## config.mk

```make
export PLATFORM = sky130hd
export DESIGN_NAME = plane_bus_writer
export DESIGN_NICKNAME = d
export VERILOG_FILES = /design/src/rtl/plane_bus_pkg.sv /design/src/rtl/plane_bus_phy.sv /design/src/rtl/plane_bus_writer.sv
export SDC_FILE = /design/constraint.sdc
export NUM_CORES = 1
export LEC_CHECK = 0
export ABC_AREA = 0
export BUFFER_PORTS_ARGS = -buffer_cell sky130_fd_sc_hd__buf_2
export CAP_MARGIN = 5
export CORE_ASPECT_RATIO = 0.5
export CORE_MARGIN = 1
export CORE_UTILIZATION = 25
export CTS_BUF_LIST = sky130_fd_sc_hd__clkbuf_8
export DETAILED_ROUTE_END_ITERATION = 10
export SYNTH_ARGS = -nofsm -noshare
export SYNTH_HDL_FRONTEND = slang
export SYNTH_SLANG_ARGS = --single-unit
```

## constraint.sdc

```tcl
create_clock -name clk -period 5.8 [get_ports clk]
set_clock_uncertainty 0.15 [all_clocks]
set_input_delay 0 -clock clk [delete_from_list [all_inputs] [get_ports clk]]
set_output_delay 0 -clock clk [all_outputs]
set_load 0.03 [all_outputs]
```

## src/rtl/plane_bus_pkg.sv

```systemverilog
// -----------------------------------------------------------------------------
// plane_bus_pkg
// Shared definitions for the plane controller bus writer: command bytes sent
// with rs=1, the sequencing FSM state type, and small helpers that map a
// sequencer state to its bus behaviour.
// No ports (package).
// -----------------------------------------------------------------------------
package plane_bus_pkg;

  // Command bytes understood by the plane controller (rs = 1).
  localparam logic [7:0] CMD_CLEAR     = 8'h01;  // clear memory, address -> 0
  localparam logic [7:0] CMD_ZERO_ADDR = 8'h02;  // address -> 0
  localparam logic [7:0] CMD_INC       = 8'h06;  // auto-increment after each data write
  localparam logic [7:0] CMD_PWM_OFF   = 8'h08;  // blank the outputs
  localparam logic [7:0] CMD_PWM_ON    = 8'h0C;  // enable the outputs
  localparam logic [7:0] CMD_SET_ADDR  = 8'h80;  // set address, low 7 bits = address

  typedef enum logic [2:0] {
    ST_IDLE,
    ST_BLANK,
    ST_INC,
    ST_ADDR,
    ST_DATA,
    ST_PWM_ON,
    ST_CLR,
    ST_DONE
  } state_t;

  // States in which a bus transfer is in flight.
  function automatic logic is_transfer(input state_t s);
    return (s != ST_IDLE) && (s != ST_DONE);
  endfunction

  // Command byte issued by each command state; data and idle states return 0.
  function automatic logic [7:0] cmd_byte(input state_t s);
    logic [7:0] b;
    b = 8'h00;
    case (s)
      ST_BLANK:  b = CMD_PWM_OFF;
      ST_INC:    b = CMD_INC;
      ST_ADDR:   b = CMD_SET_ADDR;
      ST_PWM_ON: b = CMD_PWM_ON;
      ST_CLR:    b = CMD_CLEAR;
      default:   b = 8'h00;
    endcase
    return b;
  endfunction

endpackage

```

## src/rtl/plane_bus_phy.sv

```systemverilog
// -----------------------------------------------------------------------------
// plane_bus_phy
// Timing engine for a single bus transfer. While i_req is high the transfer
// runs SETUP (strobe low), HIGH (strobe high) and HOLD (strobe low) phases of
// PHASE_CYCLES clocks each (legal range 3..15). o_ack pulses in the last HOLD
// cycle; keeping i_req high across that cycle starts the next transfer with no
// gap. The source byte/rs are taken in the second SETUP cycle (cycle index 1)
// and held in registers until the next transfer's capture cycle.
//
// Ports
//   clk          : clock, rising edge
//   reset        : synchronous, active-high
//   i_req        : transfer request, held high for the whole transfer
//   i_src_data   : byte to send, must be valid in the second SETUP cycle
//   i_src_rs     : rs to send, must be valid in the second SETUP cycle
//   o_ack        : last cycle of the current transfer
//   o_data_en    : bus strobe (registered, glitch-free)
//   o_data_out   : bus data
//   o_rs         : bus register select
// -----------------------------------------------------------------------------
module plane_bus_phy #(
  parameter int D_WIDTH      = 8,
  parameter int PHASE_CYCLES = 4
) (
  input  logic               clk,
  input  logic               reset,
  input  logic               i_req,
  input  logic [D_WIDTH-1:0] i_src_data,
  input  logic               i_src_rs,
  output logic               o_ack,
  output logic               o_data_en,
  output logic [D_WIDTH-1:0] o_data_out,
  output logic               o_rs
);

  // 3 * 15 - 1 = 44 fits in six bits.
  localparam int CNT_W = 6;
  localparam logic [CNT_W-1:0] CNT_CAPTURE    = CNT_W'(1);
  localparam logic [CNT_W-1:0] CNT_HIGH_FIRST = CNT_W'(PHASE_CYCLES);
  localparam logic [CNT_W-1:0] CNT_HOLD_FIRST = CNT_W'(2 * PHASE_CYCLES);
  localparam logic [CNT_W-1:0] CNT_LAST       = CNT_W'(3 * PHASE_CYCLES - 1);

  logic [CNT_W-1:0]   r_cnt;
  logic [CNT_W-1:0]   w_cnt_next;
  logic               r_data_en;
  logic [D_WIDTH-1:0] r_data;
  logic               r_rs;
  logic               w_capture;

  assign o_ack     = i_req && (r_cnt == CNT_LAST);
  assign w_capture = i_req && (r_cnt == CNT_CAPTURE);

  // NOTE: every variable written here gets a default first, so no path leaves
  // it unassigned and no latch is inferred.
  always_comb begin
    w_cnt_next = '0;
    if (i_req && !o_ack) begin
      w_cnt_next = r_cnt + CNT_W'(1);
    end
  end

  // The strobe is its own flop, loaded from the next count, so it never
  // decodes combinationally from a multi-bit counter and cannot glitch.
  // NOTE: non-blocking assignments so every flop samples pre-edge values.
  always_ff @(posedge clk) begin
    if (reset) begin
      r_cnt     <= '0;
      r_data_en <= 1'b0;
      r_data    <= '0;
      r_rs      <= 1'b0;
    end else begin
      r_cnt     <= w_cnt_next;
      r_data_en <= (w_cnt_next >= CNT_HIGH_FIRST) && (w_cnt_next < CNT_HOLD_FIRST);
      if (w_capture) begin
        r_data <= i_src_data;
        r_rs   <= i_src_rs;
      end
    end
  end

  // During the capture cycle the source is passed straight through so the
  // bus is already valid in the second SETUP cycle; afterwards the register
  // holds it through HOLD.
  assign o_data_en  = r_data_en;
  assign o_data_out = w_capture ? i_src_data : r_data;
  assign o_rs       = w_capture ? i_src_rs   : r_rs;

endmodule

```

## src/rtl/plane_bus_writer.sv

```systemverilog
// -----------------------------------------------------------------------------
// plane_bus_writer
// Sequencer that loads a frame of PWM values from a frame buffer into a plane
// controller over a parallel strobe bus, or issues a clear-memory command.
// Frame load: [PWM_OFF] INC SET_ADDR(0) data x OUT_NUM PWM_ON.
// Clear:      CLEAR.
// Build option: define PLANE_BUS_BLANK_EN to prefix every frame load with a
// PWM_OFF (blank) command.
//
// Ports
//   clk     : clock, rising edge
//   reset   : synchronous, active-high
//   start   : one-cycle frame-load request (ignored while busy)
//   clear   : one-cycle clear request (wins over start, ignored while busy)
//   rdAddr  : frame buffer read address
//   rdData  : frame buffer data, valid one cycle after rdAddr
//   dataOut : bus data
//   dataEn  : bus strobe, receiver acts on its falling edge
//   rs      : 1 = command byte, 0 = PWM data byte
//   busy    : sequence in progress
//   done    : one-cycle completion pulse
// -----------------------------------------------------------------------------
module plane_bus_writer
  import plane_bus_pkg::*;
#(
  parameter int OUT_NUM      = 64,
  parameter int D_WIDTH      = 8,
  parameter int C_WIDTH      = 5,
  parameter int PHASE_CYCLES = 4,
  localparam int A_WIDTH     = (OUT_NUM > 1) ? $clog2(OUT_NUM) : 1
) (
  input  logic               clk,
  input  logic               reset,
  input  logic               start,
  input  logic               clear,
  output logic [A_WIDTH-1:0] rdAddr,
  input  logic [C_WIDTH-1:0] rdData,
  output logic [D_WIDTH-1:0] dataOut,
  output logic               dataEn,
  output logic               rs,
  output logic               busy,
  output logic               done
);

  localparam logic [A_WIDTH-1:0] ADDR_LAST = A_WIDTH'(OUT_NUM - 1);

  state_t             r_state;
  state_t             w_state_next;
  logic [A_WIDTH-1:0] r_rd_addr;
  logic [A_WIDTH-1:0] w_rd_addr_next;
  logic               r_busy;
  logic               r_done;

  logic               w_req;
  logic               w_ack;
  logic [D_WIDTH-1:0] w_src_data;
  logic               w_src_rs;

  // Next-state logic. Requests are looked at only in IDLE, so anything
  // arriving while busy is dropped rather than queued.
  always_comb begin
    w_state_next   = r_state;
    w_rd_addr_next = r_rd_addr;
    unique case (r_state)
      ST_IDLE: begin
        if (clear) begin
          w_state_next = ST_CLR;
        end else if (start) begin
`ifdef PLANE_BUS_BLANK_EN
          w_state_next = ST_BLANK;
`else
          w_state_next = ST_INC;
`endif
        end
      end
      ST_BLANK:  if (w_ack) w_state_next = ST_INC;
      ST_INC:    if (w_ack) w_state_next = ST_ADDR;
      ST_ADDR: begin
        if (w_ack) begin
          w_state_next   = ST_DATA;
          w_rd_addr_next = '0;
        end
      end
      ST_DATA: begin
        // The address moves on the edge that opens the next data transfer,
        // giving the buffer one cycle before the capture cycle.
        if (w_ack) begin
          if (r_rd_addr == ADDR_LAST) begin
            w_state_next = ST_PWM_ON;
          end else begin
            w_rd_addr_next = r_rd_addr + A_WIDTH'(1);
          end
        end
      end
      ST_PWM_ON: if (w_ack) w_state_next = ST_DONE;
      ST_CLR:    if (w_ack) w_state_next = ST_DONE;
      ST_DONE:   w_state_next = ST_IDLE;
      default:   w_state_next = ST_IDLE;
    endcase
  end

  // busy/done are registered from the next state so they line up with the
  // state register and stay glitch-free.
  always_ff @(posedge clk) begin
    if (reset) begin
      r_state   <= ST_IDLE;
      r_rd_addr <= '0;
      r_busy    <= 1'b0;
      r_done    <= 1'b0;
    end else begin
      r_state   <= w_state_next;
      r_rd_addr <= w_rd_addr_next;
      r_busy    <= is_transfer(w_state_next);
      r_done    <= (w_state_next == ST_DONE);
    end
  end

  // Byte source for the phy: the frame buffer word in DATA, otherwise the
  // command belonging to the current state.
  always_comb begin
    w_src_data = D_WIDTH'(cmd_byte(r_state));
    w_src_rs   = 1'b1;
    if (r_state == ST_DATA) begin
      w_src_data = D_WIDTH'(rdData);
      w_src_rs   = 1'b0;
    end
  end

  assign w_req = is_transfer(r_state);

  plane_bus_phy #(
    .D_WIDTH      (D_WIDTH),
    .PHASE_CYCLES (PHASE_CYCLES)
  ) u_phy (
    .clk        (clk),
    .reset      (reset),
    .i_req      (w_req),
    .i_src_data (w_src_data),
    .i_src_rs   (w_src_rs),
    .o_ack      (w_ack),
    .o_data_en  (dataEn),
    .o_data_out (dataOut),
    .o_rs       (rs)
  );

  assign rdAddr = r_rd_addr;
  assign busy   = r_busy;
  assign done   = r_done;

endmodule

```

==> metrics.cfg <==
[cts]
cts_tree=built
clockRootBuffer=clkbuf_8
cts_buffers=3
cts.clk_slew.worst_paths_ps=90
max-clock-path-buffers=2
cts_sinks=27
htreeDepth=1
clk_latency_ps=270
cts_setup_buffers=0

[final_layout]
multi_input_area_sq_um=860
areaGrowthSynthToFinish_pct=16.8
final_cells=271
design_area_sq_um=1740
drive_gt1_share_pct=19.2
seq_area_sq_um=541
diodes=0
layout.core_utilization_pct=31.0
n_fill_cell=615
final_nets=211

[die]
ios=27
die_x_um=111
fp-row-count=19
initial_core_util_pct=26.6
die_y_um=56.6
fp.dieArea_sq_um=6300
core-area_sq_um=5610

[yosys]
syn_nets=189
async_flop_share_pct=0
syn_area_per_cell_sq_um=8.43
synth_top_family_by_area=simple AND/OR/NAND/NOR gates
yosys_register_bits=27
ys_seq_area_share_pct=36.2
synth_compound_area_share_pct=25.5
yosysUniqueCellTypes=49
synth_warnings=0
yosys.area.top_type_share_pct=36.2
synth_adder_area_share_pct=3.19
yosysTopAreaCell=dfxtp_1
synthSimpleGateAreaFrac_pct=26.6
synth-main-ff-cell=dfxtp_1
synth-xor-area-share_pct=2.35
synth_area_leaders=dfxtp_1 (36%), and2_1 (3.8%), a21oi_1 (3.4%)
netlist_instances=177
netlist_area_sq_um=1490
synth_edf_count=0
muxShareOfSynthArea_pct=0

[drt]
wl_per_cell_um=13.0
routed-via-count=1389
first_pass_iters=5
drc_errors=0
routed_wl_mm=3.53
drtIter0Drc=79
vias_per_cell=5.13
ant_nets=0

[sta]
setup_ws_ps=3410
final-hold-violation-count=0
max_slew_margin_pct=46.5
fin_crit_ps=2390
hold_ws_ps=181
fin_tns_setup_ps=0
tightestPinTransition_ps=802
finalSetupViolations=0
finalCritPeriodShare_pct=41.1
rsz0062_at_grt=no
fmax_mhz=419
slew_violations=0

[min_path]
min_path_type=primary input to flop

[place]
place_area_sq_um=1640
io_buffer_count=26
routabilityCongestion=0.796
dpl.cell_count=261
dpl.hpwl_mm=2.55
pre_cts_slack_ps=3610

[pwr]
switching_share_pct=28.8
netSwitchingPower_mw=0.106
clockPowerShare_pct=28.8
p_per_area_nw_per_um2=212
power_mw=0.369
p_leak_nw=0.671
pwr-share-comb_pct=16.6
internal_power_mw=0.263
p_seq_share_pct=54.5
irDropWorstVdd_mv=0.0945

[global_route]
grt_pass1_vias=1278
grt_usage_pct=11.5
grt_pass1_wl_mm=5.76
grt.overflow.total=0
grt_antenna_before_repair=0
grt_max_degree=28

[job]
cap_viol_max_count=0

[setup_path]
endpoint_kind=output port
crit_path_max_fanout=7
path_class=flop to output port
slowest_stage=nor3b_2
cp.arrival_ps=2240
startpoint_type=flop
critPathMaxStageDelay_ps=420
worst_ep_required_time_ps=5650
path_cells=ha_1 > nor3b_2 > nand2_1 > o32ai_1 > a21oi_1 > buf_2

[run_status]
run_status=complete, no violations

[layer usage]
metal,global-route usage (%),vias up,wire (um)
met4,2.90,0,29
met2,19.9,27,1760
met3,3.13,4,129
li1,-,697,-
met5,0,-,0
met1,14.1,661,1610
[critical path, delay by kind of cell (launching register included)]
family                     cells  cell delay, ps
AOI/OAI and AO/OA              2             530
buffers and inverters          1             220
adders and majority gates      1             180
and+or+nand+nor                2             650
DFF                            1             400
[area by class of cell]
| class | instances | share of cell area (%) |
|---|---|---|
| clock inverter | 1 | 0.216 |
| timing repair buffer | 32 | 10.9 |
| inverter | 4 | 0.862 |
| clock buffer | 3 | 2.37 |
| multi-input combinational | 131 | 49.4 |
| sequential | 27 | 31.0 |
| tap | 73 | 5.24 |
[state kept, by name (all words and copies together) (netlist names)]
register / count
u_phy.r_data: 8
done: 1
rdAddr: 6
u_phy.o_data_en: 1
r_state: 3
u_phy.r_rs: 1
busy: 1
u_phy.r_cnt: 6
[cells by family (layout without fill, tap and decap cells)]
| kind of cell | count (synthesis) | in the layout |
|---|---|---|
| xor gates and xnor gates | 4 | 4 |
| AOI/OAI and AO/OA | 53 | 53 |
| and+or+nand+nor | 70 | 70 |
| adders and majority gates | 4 | 4 |
| DFF | 27 | 27 |
| buffers and inverters | 19 | 40 |
[synthesized netlist by cell type, types with 4 or more instances]
cell type and count:
o21ai_0 7, and2_1 9, dfxtp_1 27, nor2_1 11
or4_1 4, inv_1 4, nand2_1 13, a31oi_1 5
o31ai_1 4, clkbuf_1 8, nor3_1 4, or3_1 4
a21oi_1 10, nor2b_1 6, nand3_1 8
[power by group through the flow]
stage                     combinational, mW  sequential (mW)  clock, mW
final                                0.0613            0.201      0.106
after global routing                 0.0669            0.202      0.118
after CTS                            0.0612            0.201      0.111
after detailed placement             0.0576            0.205          0
after global placement               0.0570            0.205          0
after floorplan                      0.0486            0.199          0
[worst paths after layout]
check | from | end | slack, ps | cells past startpoint
hold reg to reg | u_phy.r_cnt[0]$_SDFF_PP0_ | u_phy.r_cnt[0]$_SDFF_PP0_ | 330 | 1
setup reg to reg | u_phy.r_cnt[0]$_SDFF_PP0_ | r_state[2]$_SDFF_PP0_ | 3470 | 6
setup / recovery | u_phy.r_cnt[0]$_SDFF_PP0_ | dataOut[2] | 3410 | 6
hold / removal | rdData[2] | u_phy.r_data[2]$_SDFF_PP0_ | 180 | 4
[layout by cell type, fill, tap and decap left out, drive strengths merged, types with 2 or more instances in the layout]
cell type / count
o21a: 2
o41ai: 3
nor2b: 6
and2: 9
or2: 3
a32o: 3
buf: 26
a21oi: 10
o31ai: 4
clkbuf: 3
nand2: 14
nor2: 11
dfxtp: 27
a22oi: 2
inv: 5
a22o: 2
nor4b: 2
or3: 4
o21bai: 2
a31oi: 5
xor2: 3
o32ai: 2
o21ai: 7
nand4: 2
ha: 3
nand3: 8
or4: 4
nor3: 4
dlygate4sd3: 6
[repair_timing]
action / CTS / global route
resized for setup: 0 / 0
endpoints found under the setup margin: 0 / 0
endpoints found under the hold margin: 7 / 0
hold buffers: 6 / 0
No activity file was read; power rests on OpenSTA's default activity.
